$ cat config.mk
export PLATFORM = sky130hd
export DESIGN_NAME = ps2_kbd_flat
export DESIGN_NICKNAME = d
export VERILOG_FILES = /design/src/rtl/ps2_kbd_pkg.sv /design/src/rtl/ps2_kbd_if.sv /design/src/rtl/kbd_fifo.sv /design/src/rtl/ps2_kbd.sv /design/src/flat_wrapper.sv
export SDC_FILE = /design/constraint.sdc
export NUM_CORES = 1
export LEC_CHECK = 0
export CAP_MARGIN = 20
export CORE_UTILIZATION = 65
export CTS_BUF_LIST = sky130_fd_sc_hd__clkbuf_16
export DETAILED_ROUTE_END_ITERATION = 16
export PLACE_DENSITY = 0.86
export SLEW_MARGIN = 20
export SYNTH_ARGS = -nofsm -noshare
export SYNTH_HDL_FRONTEND = slang
export SYNTH_SLANG_ARGS = --single-unit
$ cat constraint.sdc
create_clock -name clk -period 6.5 [get_ports clk]
set_input_delay 0.65 -clock clk [delete_from_list [all_inputs] [get_ports clk]]
set_output_delay 0.65 -clock clk [all_outputs]
set_load 0.01 [all_outputs]
$ cat src/rtl/ps2_kbd_pkg.sv
// Shared constants and receive-FSM encoding for the PS/2 keyboard receiver.
package ps2_kbd_pkg;

    localparam int KbWidth = 8;

    // Bit-counter value of the stop bit: 8 data bits (0..7), parity (8), stop (9).
    localparam logic [3:0] StopIdx = 4'd9;

    typedef enum logic [1:0] {
        IDLE  = 2'd0,
        SHIFT = 2'd1,
        CHECK = 2'd2
    } rxState_e;

endpackage

$ cat src/rtl/ps2_kbd_if.sv
// Host-side scan-code read port of the PS/2 keyboard receiver.
interface ps2_kbd_if;
    import ps2_kbd_pkg::*;

    logic               kb_rd;
    logic [KbWidth-1:0] kb_rdata;
    logic               kb_ready;
    logic               overflow;

    modport master (output kb_rd, input kb_rdata, input kb_ready, input overflow);
    modport slave  (input kb_rd, output kb_rdata, output kb_ready, output overflow);

endinterface

$ cat src/rtl/kbd_fifo.sv
// Scan-code FIFO: power-of-two depth, combinational head, push-while-full legal with a pop.
module kbd_fifo #(
    parameter int DEPTH = 8,
    parameter int WIDTH = 8
) (
    input  logic             clk,
    input  logic             rst,
    input  logic             push,
    input  logic             pop,
    input  logic [WIDTH-1:0] din,
    output logic [WIDTH-1:0] dout,
    output logic             empty,
    output logic             full
);

    localparam int AddrWidth = $clog2(DEPTH);

    logic [WIDTH-1:0]   mem [DEPTH];
    logic [AddrWidth-1:0] wrPtr;
    logic [AddrWidth-1:0] rdPtr;
    logic [AddrWidth:0]   count;
    logic                 doPush;
    logic                 doPop;

    assign empty  = (count == '0);
    assign full   = (count == (AddrWidth+1)'(DEPTH));
    assign doPop  = pop && !empty;
    assign doPush = push && (!full || doPop);
    assign dout   = mem[rdPtr];

    // NOTE: storage has no reset; only pointers and count define what is valid.
    always_ff @(posedge clk) begin
        if (doPush) mem[wrPtr] <= din;
    end

    // NOTE: sequential state uses <= so every flop samples pre-edge values.
    always_ff @(posedge clk) begin
        if (rst) begin
            wrPtr <= '0;
            rdPtr <= '0;
            count <= '0;
        end else begin
            if (doPush) wrPtr <= wrPtr + 1'b1;
            if (doPop)  rdPtr <= rdPtr + 1'b1;
            case ({doPush, doPop})
                2'b10:   count <= count + 1'b1;
                2'b01:   count <= count - 1'b1;
                default: count <= count;
            endcase
        end
    end

endmodule

$ cat src/rtl/ps2_kbd.sv
// PS/2 keyboard receiver: synchronizers, frame FSM, watchdog and scan-code FIFO.
// Define KBD_PARITY_CHK_EN to reject frames with bad odd parity; otherwise only the stop bit counts.
module ps2_kbd
    import ps2_kbd_pkg::*;
#(
    parameter int FIFO_DEPTH = 8,
    parameter int TIMEOUT    = 20000
) (
    input  logic      clk,
    input  logic      rst,
    input  logic      ps2_clk,
    input  logic      ps2_data,
    ps2_kbd_if.slave  kb
);

    localparam int WdWidth = $clog2(TIMEOUT + 1);

    logic [2:0]         clkSync;
    logic [2:0]         dataSync;
    logic               fallEdge;
    logic               bitIn;

    rxState_e           state, stateNext;
    logic [3:0]         bitCnt, bitCntNext;
    logic [9:0]         shiftReg, shiftNext;
    logic [WdWidth-1:0] wdog, wdogNext;
    logic               frameOk;
    logic               pushReq;
    logic               popReq;
    logic               fifoEmpty;
    logic               fifoFull;
    logic               overflowReg;

    always_ff @(posedge clk) begin
        if (rst) begin
            clkSync  <= '1;
            dataSync <= '1;
        end else begin
            clkSync  <= {clkSync[1:0], ps2_clk};
            dataSync <= {dataSync[1:0], ps2_data};
        end
    end

    // Data is taken from the stage aligned with the older half of the edge detector.
    assign fallEdge = (clkSync[2:1] == 2'b10);
    assign bitIn    = dataSync[2];

    // shiftReg fills LSB-first so that after the stop edge: [7:0]=data, [8]=parity, [9]=stop.
`ifdef KBD_PARITY_CHK_EN
    assign frameOk = shiftReg[9] && (^shiftReg[8:0]);
`else
    assign frameOk = shiftReg[9];
`endif

    // NOTE: every combinational output gets a default first so no latch is inferred.
    always_comb begin
        stateNext  = state;
        bitCntNext = bitCnt;
        shiftNext  = shiftReg;
        wdogNext   = '0;
        pushReq    = 1'b0;
        unique case (state)
            IDLE: begin
                if (fallEdge && !bitIn) begin
                    stateNext  = SHIFT;
                    bitCntNext = '0;
                end
            end
            SHIFT: begin
                if (fallEdge) begin
                    shiftNext  = {bitIn, shiftReg[9:1]};
                    bitCntNext = bitCnt + 1'b1;
                    if (bitCnt == StopIdx) stateNext = CHECK;
                end else if (wdog == WdWidth'(TIMEOUT)) begin
                    stateNext = IDLE;
                end else begin
                    wdogNext = wdog + 1'b1;
                end
            end
            CHECK: begin
                stateNext = IDLE;
                pushReq   = frameOk;
            end
            default: stateNext = IDLE;
        endcase
    end

    always_ff @(posedge clk) begin
        if (rst) begin
            state       <= IDLE;
            bitCnt      <= '0;
            shiftReg    <= '0;
            wdog        <= '0;
            overflowReg <= 1'b0;
        end else begin
            state    <= stateNext;
            bitCnt   <= bitCntNext;
            shiftReg <= shiftNext;
            wdog     <= wdogNext;
            // A simultaneous pop makes room, so a full FIFO only loses data without one.
            if (pushReq && fifoFull && !popReq) overflowReg <= 1'b1;
        end
    end

    assign popReq = kb.kb_rd && !fifoEmpty;

    kbd_fifo #(
        .DEPTH (FIFO_DEPTH),
        .WIDTH (KbWidth)
    ) fifo (
        .clk   (clk),
        .rst   (rst),
        .push  (pushReq),
        .pop   (popReq),
        .din   (shiftReg[7:0]),
        .dout  (kb.kb_rdata),
        .empty (fifoEmpty),
        .full  (fifoFull)
    );

    assign kb.kb_ready = !fifoEmpty;
    assign kb.overflow = overflowReg;

endmodule
$ cat src/flat_wrapper.sv
// flat-port wrapper written by rule: the top's interface ports become plain ports
module ps2_kbd_flat import ps2_kbd_pkg::*;
#(
    parameter int FIFO_DEPTH = 8,
    parameter int TIMEOUT    = 20000
)
  (clk, rst, ps2_clk, ps2_data, kb_kb_rd, kb_kb_rdata, kb_kb_ready, kb_overflow);
  ps2_kbd_if kb_i ();
  input  logic clk;
  input  logic rst;
  input  logic ps2_clk;
  input  logic ps2_data;
  input wire logic [$bits(kb_i.kb_rd)-1:0] kb_kb_rd;
  output wire logic [$bits(kb_i.kb_rdata)-1:0] kb_kb_rdata;
  output wire logic [$bits(kb_i.kb_ready)-1:0] kb_kb_ready;
  output wire logic [$bits(kb_i.overflow)-1:0] kb_overflow;
  assign kb_i.kb_rd = kb_kb_rd;
  assign kb_kb_rdata = kb_i.kb_rdata;
  assign kb_kb_ready = kb_i.kb_ready;
  assign kb_overflow = kb_i.overflow;
  ps2_kbd #(.FIFO_DEPTH(FIFO_DEPTH), .TIMEOUT(TIMEOUT)) u_core (.clk(clk), .rst(rst), .ps2_clk(ps2_clk), .ps2_data(ps2_data), .kb(kb_i));
endmodule
==> results of run 1 <==
[cell usage after synthesis (2+ instances only)]
library cell,n,area (um2)
buf_2,2,10.0
nand4b_1,2,17.5
clkbuf_1,11,41.3
nor2_2,10,62.6
dfxtp_1,51,1020
nor3_1,15,75.1
mux4_2,16,360
xnor2_1,14,123
inv_1,8,30.0
xor2_1,6,52.6
mux2i_1,2,20.0
nand4_1,2,12.5
nor2_1,27,101
edfxtp_1,64,1920
nor4_1,6,37.5
and3_1,3,18.8
and2_1,3,18.8
buf_1,2,7.51
o211ai_1,2,15.0
a211oi_1,2,15.0
or2_2,6,37.5
nor3b_1,3,22.5
nand3b_1,3,22.5
a21oi_1,14,70.1
mux2_2,8,90.1
ha_1,7,87.6
nand2b_1,3,18.8
nand3_1,8,40.0
or4_1,2,15.0
nand2_1,27,101
[kinds of logic (layout without fill, tap and decap cells)]
kind of cell / after synthesis / in the layout / synth area share
AND/OR/NAND/NOR: 127 / 127 / 0.146
flip-flops: 115 / 115 / 0.632
AO/OA/AOI/OAI: 29 / 29 / 0.0411
multiplexers: 26 / 26 / 0.101
buffers and inverters: 24 / 60 / 0.0234
XOR/XNOR: 20 / 20 / 0.0376
adder cells (fa/ha/maj): 7 / 7 / 0.0188
[per-layer routing]
metal	track usage	vias up
li1	-	1326
met1	0.340	1392
met2	0.452	126
met3	0.0876	38
met4	0.147	0
met5	0	-
[flip-flops by register name (all words and copies together), names as in the netlist, named ones only]
register,cells
u_core.fifo.mem,64
u_core.wdog,15
u_core.shiftReg,10
u_core.bitCnt,4
u_core.fifo.count,4
u_core.clkSync,3
u_core.dataSync,3
u_core.fifo.rdPtr,3
u_core.fifo.wrPtr,3
u_core.state,2
u_core.kb.overflow,1
[worst reg2reg max path, delay by kind of cell, from the launching register on]
kind                       cells  cell delay [ps]
adders and majority gates      1              230
DFF                            1              390
and+or+nand+nor                2              570
xor gates and xnor gates       1              200
AOI/OAI and AO/OA              3             1150
[layout make-up]
cell class | count | area, um2 | share of cell area
tap | 96 | 120 | 0.0219
sequential | 115 | 2940 | 0.536
multi-input combinational | 209 | 1600 | 0.292
clock inverter | 12 | 109 | 0.0198
inverter | 8 | 30.0 | 0.00547
clock buffer | 20 | 500 | 0.0911
timing repair buffer | 20 | 185 | 0.0337
[layout by cell type (no fill, tap or decap), types with 2 or more instances in the layout]
master | synthesis | routed
edfxtp_1 | 64 | 64
nand4_1 | 2 | 2
nor3_1 | 15 | 15
nor4_1 | 6 | 6
and3_1 | 3 | 3
nand3b_1 | 3 | 3
nand2b_1 | 3 | 3
nand2_1 | 27 | 27
xor2_1 | 6 | 6
and2_1 | 3 | 3
mux2i_1 | 2 | 2
nor3b_1 | 3 | 3
dfxtp_1 | 51 | 50
ha_1 | 7 | 7
clkdlybuf4s50_1 | 0 | 14
or4_1 | 2 | 2
nor2_1 | 27 | 27
nand3_1 | 8 | 8
clkbuf_16 | 0 | 20
a21oi_1 | 14 | 14
nand4b_1 | 2 | 2
or2_2 | 6 | 6
buf_4 | 0 | 6
clkinvlp_4 | 0 | 2
mux2_2 | 8 | 8
mux4_2 | 16 | 16
o211ai_1 | 2 | 2
inv_1 | 8 | 12
bufinv_16 | 0 | 2
xnor2_1 | 14 | 14
nor2_2 | 10 | 10
a211oi_1 | 2 | 2
[per-stage QoR]
step | cell area [um2] | setup WS [ps] | power, mW | instances | util
3_3_place_gp | 4880 | 3470 | 0.879 | 448 | 0.711
4_1_cts | 5490 | 2940 | 1.82 | 480 | 0.799
2_1_floorplan | 4660 | 4030 | 0.858 | 348 | -
3_5_place_dp | 4880 | 3370 | 0.884 | 448 | 0.711
6_report | 5490 | 3380 | 1.81 | 480 | 0.800
5_1_grt | 5490 | 3250 | 1.86 | 480 | 0.800
[worst max path at each step]
| stage | startpoint | slack [ps] | cells past startpoint | to |
|---|---|---|---|---|
| finish | flip-flop | 3380 | 3 | kb_kb_rdata[1] |
| global route | flip-flop | 3250 | 3 | kb_kb_rdata[6] |
| CTS | flip-flop | 2940 | 3 | kb_kb_rdata[1] |
| detailed placement | flip-flop | 3370 | 3 | kb_kb_rdata[1] |
| global placement | flip-flop | 3470 | 3 | kb_kb_rdata[1] |
| floorplan | kb_kb_rd | 4030 | 8 | u_core.fifo.count[2]$_SDFFE_PP0P_ |
[where the power goes]
part	leakage (nW)	internal [mW]	switching, mW
sequential	1.01	0.768	0.0198
combinational	0.524	0.0533	0.0309
clock	0.311	0.623	0.318
total	1.84	1.44	0.368
==> impl_metrics.tcl, run 1 <==
set metrics [dict create \
    hold_ws_ps 404 \
    fp.dieH_um 86.6 \
    place_hpwl_um 5180 \
    ys.flop_type "edfxtp_1" \
    critical_path_required_ps 5850 \
    drt_iter0_markers 189 \
    synthCells 348 \
    post-route-min-period_ps 3120 \
    status "finished clean" \
    path_cells "mux4_2 > mux2_2 > clkdlybuf4s50_1" \
    synth_area_um2 4660 \
    wl_met1_um 3850 \
    hp-start "u_core.dataSync[0]$_SDFF_PP1_" \
    slew_headroom 0.358 \
    cts_buffer_depth 2 \
    cts_made_buffers 17 \
    ctsResizeCount 0 \
    antenna_cells 0 \
    wl_met2_um 4640 \
    drive_gt1_frac 0.206 \
    vdd_drop_max_mv 0.266 \
    drc 0 \
    p_leak_nw 1.84 \
    io_pins 15 \
    drt_wl_total_um 9360 \
    portBuffers 14 \
    fillerInstances 378 \
    crit_path_start_kind "flip-flop" \
    syn_nets 360 \
    synth_cell_types 49 \
    hold_viol 0 \
    die_w_um 86.6 \
    avgViaCountPerCell 6.00 \
    critPathMaxFanout 16 \
    antenna_found_initial 0 \
    grt.overflow.total 0 \
    power.density_nw_per_um2 330 \
    initial_core_util 0.678 \
    crit_slowest_cell "dfxtp_2" \
    nets 383 \
    wl_per_cell_um 19.5 \
    worst_pin_slew_ps 960 \
    r2r_setup_slack_ps 3840 \
    wl_met3_um 495 \
    post-cts-setup-buffers 0 \
    dr.pass1.iters 5 \
    antenna_left 0 \
    synth.yosys.seq_area_share 0.632 \
    hold_end "u_core.dataSync[1]$_SDFF_PP1_" \
    cts.sinks 115 \
    ctsRootBufferMaster "clkbuf_16" \
    critical-path-top-delay-family "multiplexers" \
    timing.fmax_mhz 321 \
    reg2reg_depth 7 \
    fin_skew_ps 10.3 \
    yosysWarningCount 0 \
    grt_use_total 0.280 \
    period_share 0.479 \
    setup_violations 0 \
    clkTransAtPathRegs_ps 50 \
    grt_pass1_vias 2864 \
    rsz0062_at_grt "false" \
    tns_ps 0 \
    core-area_um2 6870 \
    vias 2882 \
    slew_violations 0 \
    die_area_um2 7500 \
    max_stage_delay_ps 680 \
    synthArstFlopShare 0 \
    path_buf_inv 1 \
    hold_path_class "reg2reg" \
    end_kind "output pin" \
    maxCapViolCount 0 \
    cts_tree "built" \
    rows 30 \
    holdPathStages 1 \
    synth.avg_cell_area_um2 13.4 \
    synth_edf_count 64 \
    top_layer_used "met4" \
    syn_to_final_growth_pct 18.0 \
    gp_congestion 0.755 \
    hold_buffers 0 \
    clk_latency_ps 410 \
    htree_levels 4 \
    r2r_end "u_core.fifo.count[2]$_SDFFE_PP0P_" \
    r2r_start "u_core.fifo.count[0]$_SDFFE_PP0P_" \
    grt_max_degree 36 \
    ys_ff_latch 115 \
    worstSetupPathType "reg2out" \
    worst_ep_arrival_time_ps 2470 \
    grt_pass1_wl_um 15000 \
]
(Power assumes the default switching activity.)
==> inputs of run 2 (changes only) <==
--- a/config.mk
+++ b/config.mk
@@ -6,10 +6,10 @@
 export NUM_CORES = 1
 export LEC_CHECK = 0
 export CAP_MARGIN = 20
-export CORE_UTILIZATION = 65
+export CORE_UTILIZATION = 60
 export CTS_BUF_LIST = sky130_fd_sc_hd__clkbuf_16
 export DETAILED_ROUTE_END_ITERATION = 16
-export PLACE_DENSITY = 0.86
+export PLACE_DENSITY = 0.8
 export SLEW_MARGIN = 20
 export SYNTH_ARGS = -nofsm -noshare
 export SYNTH_HDL_FRONTEND = slang
==> constraint.sdc (replaced) <==
create_clock -name clk -period 2.9 [get_ports clk]
set_input_delay 0.29 -clock clk [delete_from_list [all_inputs] [get_ports clk]]
set_output_delay 0.29 -clock clk [all_outputs]
set_load 0.01 [all_outputs]
==> run 2 against run 1 <==
Net effect: register-to-register slack worse by 3500 ps; sequential share of layout area is 0.14 points higher; power is 110% higher; critical path type unchanged; largest power group unchanged.
==> impl_metrics.tcl, run 2 (synthesized netlist as in run 1, its figures left out) <==
set metrics [dict create \
    grt_max_degree 25 \
    portBuffers 14 \
    hold_path_class "reg2reg" \
    vdd_drop_max_mv 0.633 \
    rows 31 \
    end_kind "output pin" \
    vias 2815 \
    post-route-util 0.743 \
    grt_pass1_vias 2861 \
    grt_pass1_wl_um 14800 \
    reg2reg_depth 7 \
    grt_use_total 0.249 \
    hold_ws_ps 407 \
    worst_pin_slew_ps 614 \
    syn_to_final_growth_pct 17.6 \
    status "finished clean" \
    place_hpwl_um 5500 \
    holdPathStages 1 \
    fin_skew_ps 5.87 \
    largest_reg_flops 64 \
    cts_made_buffers 17 \
    fillerInstances 489 \
    r2r_setup_slack_ps 320 \
    drt_iter0_markers 239 \
    ctsRootBufferMaster "clkbuf_16" \
    clk_latency_ps 400 \
    crit_path_start_kind "flip-flop" \
    antenna_cells 0 \
    hold_end "u_core.clkSync[1]$_SDFF_PP1_" \
    maxCapViolCount 0 \
    cts.sinks 115 \
    power.density_nw_per_um2 704 \
    initial_core_util 0.632 \
    period_share 0.922 \
    setup_violations 0 \
    drc 0 \
    die_area_um2 8120 \
    antenna_left 0 \
    wl_per_cell_um 18.8 \
    hold_viol 0 \
    hp-start "u_core.clkSync[0]$_SDFF_PP1_" \
    critical_path_required_ps 2610 \
    antenna_found_initial 0 \
    tns_ps 0 \
    die_w_um 90.1 \
    fp.dieH_um 90.1 \
    critPathMaxFanout 16 \
    drive_gt1_frac 0.223 \
    grt.overflow.total 0 \
    worst_ep_arrival_time_ps 2380 \
    avgViaCountPerCell 5.76 \
    slew_headroom 0.586 \
    htree_levels 4 \
    top_register "u_core.fifo.mem" \
    drt_wl_total_um 9190 \
    r2r_end "u_core.fifo.count[2]$_SDFFE_PP0P_" \
    core-area_um2 7370 \
    r2r_start "u_core.fifo.count[0]$_SDFFE_PP0P_" \
    timing.fmax_mhz 374 \
    final_cell_mix "edfxtp_1 (64), dfxtp_1 (51), nor2_1 (27), nand2_1 (27), clkbuf_16 (17)" \
    slew_violations 0 \
    cts_tree "built" \
    ctsResizeCount 0 \
    nets 389 \
    clkTransAtPathRegs_ps 50 \
    post-cts-setup-buffers 0 \
    rsz0062_at_grt "false" \
    layout_commonest_cell "edfxtp_1" \
    dr.pass1.iters 5 \
    cts_buffer_depth 2 \
    gp_congestion 0.822 \
    io_pins 15 \
    post-route-min-period_ps 2670 \
    reg_top3 "u_core.fifo.mem x64, u_core.wdog x15, u_core.shiftReg x10" \
    worstSetupPathType "reg2out" \
    hold_buffers 0 \
    p_leak_nw 1.83 \
]
==> run 2: power breakdown <==
| group | switching, mW | leakage, nW | internal, mW |
|---|---|---|---|
| Sequential | 0.0185 | 1.00 | 1.72 |
| Combinational | 0.0931 | 0.556 | 0.124 |
| Clock | 0.732 | 0.271 | 1.17 |
| Total | 0.844 | 1.83 | 3.01 |
==> run 2: metal layers <==
metal,wire [um],global-route usage
met5,0,0
met4,92,0.0874
met3,663,0.0804
met2,4680,0.399
met1,3750,0.321
==> run 2: worst max-delay path by stage <==
stage                                            from                                 to  slack [ps]  depth (start not counted)
finish                                      flip-flop                     kb_kb_rdata[5]         230                          4
global route        u_core.fifo.count[0]$_SDFFE_PP0P_  u_core.fifo.count[2]$_SDFFE_PP0P_          70                          7
CTS                                         flip-flop                     kb_kb_rdata[5]         210                          4
detailed placement  u_core.fifo.count[0]$_SDFFE_PP0P_  u_core.fifo.count[2]$_SDFFE_PP0P_         370                          7
global placement    u_core.fifo.count[0]$_SDFFE_PP0P_  u_core.fifo.count[2]$_SDFFE_PP0P_         470                          7
floorplan           u_core.fifo.count[1]$_SDFFE_PP0P_  u_core.fifo.count[2]$_SDFFE_PP0P_         590                          8
==> run 2: area by class of cell <==
type                       count  area [um2]  area share
tap                           99         124      0.0226
clock inverter                15         120      0.0219
sequential                   115        2940       0.537
clock buffer                  17         425      0.0777
inverter                       8        30.0     0.00548
multi-input combinational    209        1600       0.293
timing repair buffer          26         230      0.0420
==> run 2: worst max-delay path, cell delays in order (launching register included) <==
cell	delay [ps]
dfxtp_1	300
buf_4	310
mux4_2	610
mux2_2	290
clkdlybuf4s50_1	470
==> run 2: metrics by stage <==
stage | worst slack [ps] | power, mW | cell area (um2) | std cells
finish | 227 | 3.85 | 5480 | 489
global route | 67.3 | 3.97 | 5480 | 489
CTS | 213 | 3.87 | 5480 | 489
detailed placement | 372 | 1.99 | 4930 | 457
global placement | 474 | 1.98 | 4930 | 457
floorplan | 594 | 1.92 | 4660 | 348
